## src/rtl/axi_lite_cmd_master.sv

```systemverilog
// ============================================================================
// Module  : axi_lite_cmd_master
// Purpose : Single-beat command stream to AXI4-lite read/write initiator with
//           independent AW/W handling, response pulse and transaction timeout.
// Revision: 1.0 - initial release
// ============================================================================
`default_nettype none

module axi_lite_cmd_master #(
  parameter int AW          = 32,
  parameter int DW          = 32,
  parameter int TIMEOUT_CYC = 256,
  parameter int CNT_W       = 16
) (
  input  logic              clk,
  input  logic              areset,
  output logic [AW-1:0]     mmr_awaddr,
  output logic [2:0]        mmr_awprot,
  output logic              mmr_awvalid,
  input  logic              mmr_awready,
  output logic [DW-1:0]     mmr_wdata,
  output logic [DW/8-1:0]   mmr_wstrb,
  output logic              mmr_wvalid,
  input  logic              mmr_wready,
  input  logic              mmr_bvalid,
  input  logic [1:0]        mmr_bresp,
  output logic              mmr_bready,
  output logic [AW-1:0]     mmr_araddr,
  output logic [2:0]        mmr_arprot,
  output logic              mmr_arvalid,
  input  logic              mmr_arready,
  input  logic              mmr_rvalid,
  input  logic [DW-1:0]     mmr_rdata,
  input  logic [1:0]        mmr_rresp,
  output logic              mmr_rready,
  input  logic              cmd_valid,
  output logic              cmd_ready,
  input  logic              cmd_write,
  input  logic [AW-1:0]     cmd_addr,
  input  logic [DW-1:0]     cmd_wdata,
  input  logic [DW/8-1:0]   cmd_wstrb,
  output logic              rsp_valid,
  output logic [DW-1:0]     rsp_rdata,
  output logic [1:0]        rsp_resp,
  output logic              rsp_timeout,
  output logic              busy,
  output logic [CNT_W-1:0]  err_cnt
);

  localparam logic [2:0] S_IDLE    = 3'd0;
  localparam logic [2:0] S_WR      = 3'd1;
  localparam logic [2:0] S_WR_RESP = 3'd2;
  localparam logic [2:0] S_RD_ADDR = 3'd3;
  localparam logic [2:0] S_RD_DATA = 3'd4;

  // Counter value seen on the edge that is TIMEOUT_CYC edges after accept.
  localparam logic [CNT_W-1:0] TO_LAST = (TIMEOUT_CYC == 0) ? '0 : CNT_W'(TIMEOUT_CYC - 1);

  logic [2:0]       state, state_nxt;
  logic             run;
  logic             aw_done, w_done;
  logic [CNT_W-1:0] to_cnt;
  logic             accept, aw_hs, w_hs, b_hs, ar_hs, r_hs;
  logic             wr_addr_done, rsp_done, timeout;

  assign mmr_awprot = 3'b000;
  assign mmr_arprot = 3'b000;

  assign accept       = cmd_valid && cmd_ready;
  assign aw_hs        = mmr_awvalid && mmr_awready;
  assign w_hs         = mmr_wvalid && mmr_wready;
  assign b_hs         = mmr_bvalid && mmr_bready;
  assign ar_hs        = mmr_arvalid && mmr_arready;
  assign r_hs         = mmr_rvalid && mmr_rready;
  assign wr_addr_done = (aw_done || aw_hs) && (w_done || w_hs);
  assign rsp_done     = ((state == S_WR_RESP) && b_hs) || ((state == S_RD_DATA) && r_hs);
  // A genuine response on the expiry edge wins over the forced error.
  assign timeout      = (TIMEOUT_CYC != 0) && busy && (to_cnt == TO_LAST) && !rsp_done;

  always_ff @(posedge clk or posedge areset) begin
    if (areset) state <= S_IDLE;
    else        state <= state_nxt;
  end

  always_comb begin
    state_nxt = state;
    case (state)
      S_IDLE:    if (accept)       state_nxt = cmd_write ? S_WR : S_RD_ADDR;
      S_WR:      if (wr_addr_done) state_nxt = S_WR_RESP;
      S_WR_RESP: if (b_hs)         state_nxt = S_IDLE;
      S_RD_ADDR: if (ar_hs)        state_nxt = S_RD_DATA;
      S_RD_DATA: if (r_hs)         state_nxt = S_IDLE;
      default:                     state_nxt = S_IDLE;
    endcase
    if (timeout) state_nxt = S_IDLE;
  end

  // run keeps cmd_ready low until the first edge after reset release.
  always_comb begin
    cmd_ready = run && (state == S_IDLE);
    busy      = (state != S_IDLE);
  end

  always_ff @(posedge clk or posedge areset) begin
    if (areset) begin
      run         <= 1'b0;
      aw_done     <= 1'b0;
      w_done      <= 1'b0;
      to_cnt      <= '0;
      mmr_awaddr  <= '0;
      mmr_awvalid <= 1'b0;
      mmr_wdata   <= '0;
      mmr_wstrb   <= '0;
      mmr_wvalid  <= 1'b0;
      mmr_bready  <= 1'b0;
      mmr_araddr  <= '0;
      mmr_arvalid <= 1'b0;
      mmr_rready  <= 1'b0;
      rsp_valid   <= 1'b0;
      rsp_rdata   <= '0;
      rsp_resp    <= 2'b00;
      rsp_timeout <= 1'b0;
      err_cnt     <= '0;
    end else begin
      run       <= 1'b1;
      rsp_valid <= 1'b0;
      if (rsp_valid && (rsp_resp != 2'b00) && (err_cnt != '1)) err_cnt <= err_cnt + 1'b1;
      if (busy) to_cnt <= to_cnt + 1'b1;
      if (accept) begin
        to_cnt  <= '0;
        aw_done <= 1'b0;
        w_done  <= 1'b0;
        if (cmd_write) begin
          mmr_awaddr  <= cmd_addr;
          mmr_wdata   <= cmd_wdata;
          mmr_wstrb   <= cmd_wstrb;
          mmr_awvalid <= 1'b1;
          mmr_wvalid  <= 1'b1;
        end else begin
          mmr_araddr  <= cmd_addr;
          mmr_arvalid <= 1'b1;
        end
      end
      if (aw_hs) begin
        mmr_awvalid <= 1'b0;
        aw_done     <= 1'b1;
      end
      if (w_hs) begin
        mmr_wvalid <= 1'b0;
        w_done     <= 1'b1;
      end
      if ((state == S_WR) && wr_addr_done) mmr_bready <= 1'b1;
      if (b_hs) mmr_bready <= 1'b0;
      if (ar_hs) begin
        mmr_arvalid <= 1'b0;
        mmr_rready  <= 1'b1;
      end
      if (r_hs) mmr_rready <= 1'b0;
      if (rsp_done) begin
        rsp_valid   <= 1'b1;
        rsp_timeout <= 1'b0;
        rsp_resp    <= (state == S_RD_DATA) ? mmr_rresp : mmr_bresp;
        rsp_rdata   <= (state == S_RD_DATA) ? mmr_rdata : '0;
      end else if (timeout) begin
        mmr_awvalid <= 1'b0;
        mmr_wvalid  <= 1'b0;
        mmr_bready  <= 1'b0;
        mmr_arvalid <= 1'b0;
        mmr_rready  <= 1'b0;
        rsp_valid   <= 1'b1;
        rsp_timeout <= 1'b1;
        rsp_resp    <= 2'b10;
        rsp_rdata   <= '0;
      end
    end
  end

endmodule

`default_nettype wire

```

## config.mk

```make
export PLATFORM = sky130hd
export DESIGN_NAME = axi_lite_cmd_master
export DESIGN_NICKNAME = d
export VERILOG_FILES = /design/src/rtl/axi_lite_cmd_master.sv
export SDC_FILE = /design/constraint.sdc
export NUM_CORES = 1
export LEC_CHECK = 0
export CAP_MARGIN = 10
export CORE_MARGIN = 1
export CORE_UTILIZATION = 30
export DETAILED_ROUTE_END_ITERATION = 10
export PLACE_DENSITY = 0.69
export REMOVE_ABC_BUFFERS = 1
export SKIP_CTS_REPAIR_TIMING = 1
export SYNTH_ARGS = -nofsm -noshare
export SYNTH_HDL_FRONTEND = slang
export SYNTH_SLANG_ARGS = --single-unit
```

## constraint.sdc

```tcl
create_clock -name clk -period 8.9 [get_ports clk]
set_clock_uncertainty 0.1 [all_clocks]
set_input_delay 1.78 -clock clk [delete_from_list [all_inputs] [get_ports clk]]
set_output_delay 1.78 -clock clk [all_outputs]
set_load 0.03 [all_outputs]
```

# Word level (Yosys, flattened, before mapping)
# Index checks and enable logic that the tools add are counted.
[totals] regBits=179 elab_cells=108
[classes] add_sub_neg=2 eq_ne=11 mux=46 bitwise=1 n_reduce_logical=29
[ops] operator="$mux 32" n=3
[ops] operator="$add 16x1->16 const B" n=2
[ops] operator="$mux 16" n=2
[ops] operator="$mux 1" n=30
[ops] operator="$mux 3" n=6
[ops] operator="$eq 16x8->1 const B" n=1
[ops] operator="$ne 16x16->1 const B" n=1
[ops] operator="$logic_and 1x1->1" n=15
[ops] operator="$ne 3x3->1 const B" n=5
[ops] operator="$pmux 3 s5" n=1
[ops] operator="$reduce_bool 2->1" n=5
[ops] operator="$mux 2" n=4
[ops] operator="$eq 3x2->1 const B" n=2
[ops] operator="$reduce_and 5->1" n=1
[ops] operator="$reduce_and 2->1" n=2
[ops] operator="$eq 3x1->1 const B" n=1
[ops] operator="$eq 3x3->1 const B" n=1
[ops] operator="$logic_not 3->1" n=1
[ops] operator="$logic_or 1x1->1" n=3
[ops] operator="$reduce_bool 3->1" n=1
[ops] operator="$logic_not 1->1" n=1
[ops] operator="$not 1->1" n=1

# Logic depth before layout (Yosys ltp)
[logic_depth] depth_word=8 mapped_depth=7 mapped_depth_nobuf=5

# Worst setup path before layout
# OpenSTA, ideal clock, no wires.
[synth_path] path_type="reg2out" start="register state[1]" end="output cmd_ready" arrival_time_ps=1338 required_ps=7020 slack_ps=5682 path_stages_with_launch=5 path_cell_list="dfrtp_1 > buf_2 > nor3_1 > clkbuf_1 > and2_1"
[synth_via] elab_chain_len=2
[synth_rtl] item="start, declared" line_no="59" rtl="logic [2:0] state, state_nxt;"
[synth_rtl] item="start signal, assigned" line_no="82" rtl="else state <= state_nxt;"
[synth_rtl] item="$logic_not 3->1" line_no="100" rtl="cmd_ready = run && (state == S_IDLE);"
[synth_rtl] item="$logic_and 1x1->1" line_no="100"
[synth_rtl] item="end, declared" line_no="37" rtl="output logic cmd_ready,"
# No other way between the ends.

# Worst setup path after layout
[layout_path] start="register state[0]" end="output cmd_ready"
# The elaborated chain is that of the path after synthesis.

==> impl_metrics.ini <==
[status]
outcome = finished, final reports clean

[worst_setup_path]
rr_worst_depth = 5
critical_path.max_fanout = 12
reg2reg_slack_ns = 6.49
path_class = reg2out
worst_ep_arrival_time_ns = 2.15
r2r_start = state[0]$_DFFE_PP0P_
reg2reg_to = rsp_rdata[10]$_DFFE_PP0P_
start_kind = flip-flop
crit_path_end_kind = primary output
required_ns = 7.02

[detailed_routing]
vias = 5271
wl_um = 18700
viasPerCell = 4.64
drtIter0Drc = 197
wl_per_cell_um = 16.4
drc_errors = 0
antenna_left = 0
dr.pass1.iters = 7

[layout]
antenna_cells = 0
final-seq-area_mm2 = 0.00448
drive_gt1_frac = 0.181
final_area_mm2 = 0.0108
fin_cells = 1137
multi_input_area_mm2 = 0.00260
area_growth_pct = 50.2
nets = 921
nFillCells = 2229

[sta]
fin_crit_sh = 0.453
holdWs_ns = 0.403
drv_slew = 0
finalHoldViolCount = 0
worst_pin_slew_ns = 1.00
setup_viol = 0
min_period_ns = 4.03
worst_slack_ns = 4.87
setup_tns_ns = 0
clock.fmax_mhz = 248
rsz0062_at_grt = false
relSlewSlack = 0.331

[logic_synthesis]
syn_area_mm2 = 0.00721
synth_edf_count = 0
synth.distinct_cells = 42
yosys.area.top_type = dfrtp_1
synth_most_common_cell = dfrtp_1
synthArstFlopShare = 1.00
yosys_warnings = 0
syn_inst = 535
synth_area_leaders = dfrtp_1 (62%), mux2_2 (17%), a22o_1 (4.1%)
synth_commonest_cells = dfrtp_1 (179), mux2_2 (107), a22o_1 (34)
synth_top_area_share = 0.621
ys.flop_type = dfrtp_1
avgSynthCellArea_um2 = 13.5
yosysSeqAreaShare = 0.621
ys_seq_elements = 179

[place]
pre_cts_slack_ns = 4.68
place_congestion = 0.826
portBuffers = 271
post-place-cells = 1106
hpwl_um = 12900
placed_area_mm2 = 0.0103

[global_routing]
track_usage = 0.155
antenna_found_initial = 0
overflow = 0
first_global_vias = 5429
grt_max_degree = 103
grt_pass1_wl_um = 29300

[job]
cap_violations = 0

[floorplan]
start_util = 0.306
core.rowCount = 56
dieArea_mm2 = 0.0247
die_h_um = 157
core_area_mm2 = 0.0235
die_x_um = 157
io_pins = 278

[power_and_ir_drop]
intPower_w = 0.00123
peakVddDrop_v = 0.0000987
clkPwrFrac = 0.452
p_leak_nw = 4.83
p_per_area_mw_per_mm2 = 149
p_sw_frac = 0.240
power_frac_seq = 0.503
p_comb_frac = 0.046
p_switching_w = 0.000388

[hold_path]
hold-path-cell-count = 1
hold_class = reg2reg
min_to = w_done$_DFFE_PP0P_
worstHoldStart = w_done$_DFFE_PP0P_

[clock_network]
htreeDepth = 4
clk_root_buffer_cell = clkbuf_16
cts.sinks = 179
numCtsBuffers = 17
cts_max_path_buffers = 2
path_clk_slew_ns = 0.07
cts_tree = built
clock_latency_ns = 0.41
[placed cells by master (no fill, tap or decap), types with 5 or more instances in the layout]
cell | Yosys | final
clkdlybuf4s50_1 | 0 | 271
dfrtp_1 | 179 | 179
mux2_2 | 107 | 107
a22o_1 | 34 | 34
nand2_1 | 25 | 25
a21oi_1 | 18 | 18
nor2_1 | 17 | 17
clkbuf_16 | 0 | 17
nand4_1 | 14 | 14
xnor2_1 | 13 | 13
nand3_1 | 11 | 10
o21ai_0 | 10 | 10
nor4_1 | 8 | 8
inv_1 | 8 | 7
conb_1 | 2 | 7
nor3_1 | 6 | 6
or3_1 | 6 | 6
buf_4 | 6 | 6
inv_6 | 0 | 5
[layer usage]
metal	vias up	GRT usage	wire length, µm
li1	2473	-	-
met1	2598	0.185	7860
met2	190	0.251	8900
met3	10	0.0669	1730
met4	0	0.0458	212
met5	-	0	0
[cell families after synthesis]
| kind of cell | count (synthesis) | synth area share |
|---|---|---|
| AOI/OAI and AO/OA | 79 | 0.0786 |
| xor gates and xnor gates | 15 | 0.0182 |
| adders and majority gates | 2 | 0.00347 |
| buffers and inverters | 38 | 0.0245 |
| DFF | 179 | 0.621 |
| muxes | 111 | 0.173 |
| other | 2 | 0.00104 |
| and+or+nand+nor | 109 | 0.0808 |
[worst max-delay path, stage by stage (launching register included)]
cell	delay [ns]
dfrtp_1	0.49
nor3_1	0.23
buf_4	0.22
and2_1	0.14
clkdlybuf4s50_1	0.66
[stage by stage]
step	total power (W)	utilization
after global placement	0.000904	0.436
after CTS	0.00164	0.460
after floorplan	0.000846	-
after global routing	0.00168	0.460
after detailed placement	0.000905	0.436
final	0.00162	0.460
[flip-flops by register name, indices dropped and copies added, names as in the netlist, 2 cells and up]
| name | cells |
|---|---|
| mmr_wstrb | 4 |
| to_cnt | 16 |
| mmr_araddr | 32 |
| mmr_wdata | 32 |
| mmr_awaddr | 32 |
| state | 3 |
| rsp_rdata | 32 |
| rsp_resp | 2 |
| err_cnt | 16 |
[how the worst max path moves through the flow]
stage,start,end
floorplan,areset,aw_done$_DFFE_PP0P_
global placement,areset,mmr_araddr[31]$_DFFE_PP0P_
detailed placement,areset,mmr_wdata[4]$_DFFE_PP0P_
CTS,state[0]$_DFFE_PP0P_,busy
global route,state[0]$_DFFE_PP0P_,busy
finish,state[0]$_DFFE_PP0P_,cmd_ready
[power by group through the flow]
stage                     Combinational (W)  Clock (W)  Sequential (W)
final                             0.0000736   0.000730        0.000813
after global routing              0.0000813   0.000786        0.000813
after CTS                         0.0000758   0.000754        0.000813
after detailed placement          0.0000755          0        0.000829
after global placement            0.0000752          0        0.000829
after floorplan                   0.0000165          0        0.000829
[final cells by class]
| type | instances | share of cell area |
|---|---|---|
| Clock buffer | 17 | 0.0392 |
| Tap cell | 319 | 0.0368 |
| Sequential cell | 179 | 0.413 |
| Timing Repair Buffer | 277 | 0.254 |
| Inverter | 8 | 0.00323 |
| Multi-Input combinational cell | 323 | 0.240 |
| Clock inverter | 14 | 0.0133 |
Power figures use the tool's default switching activity.
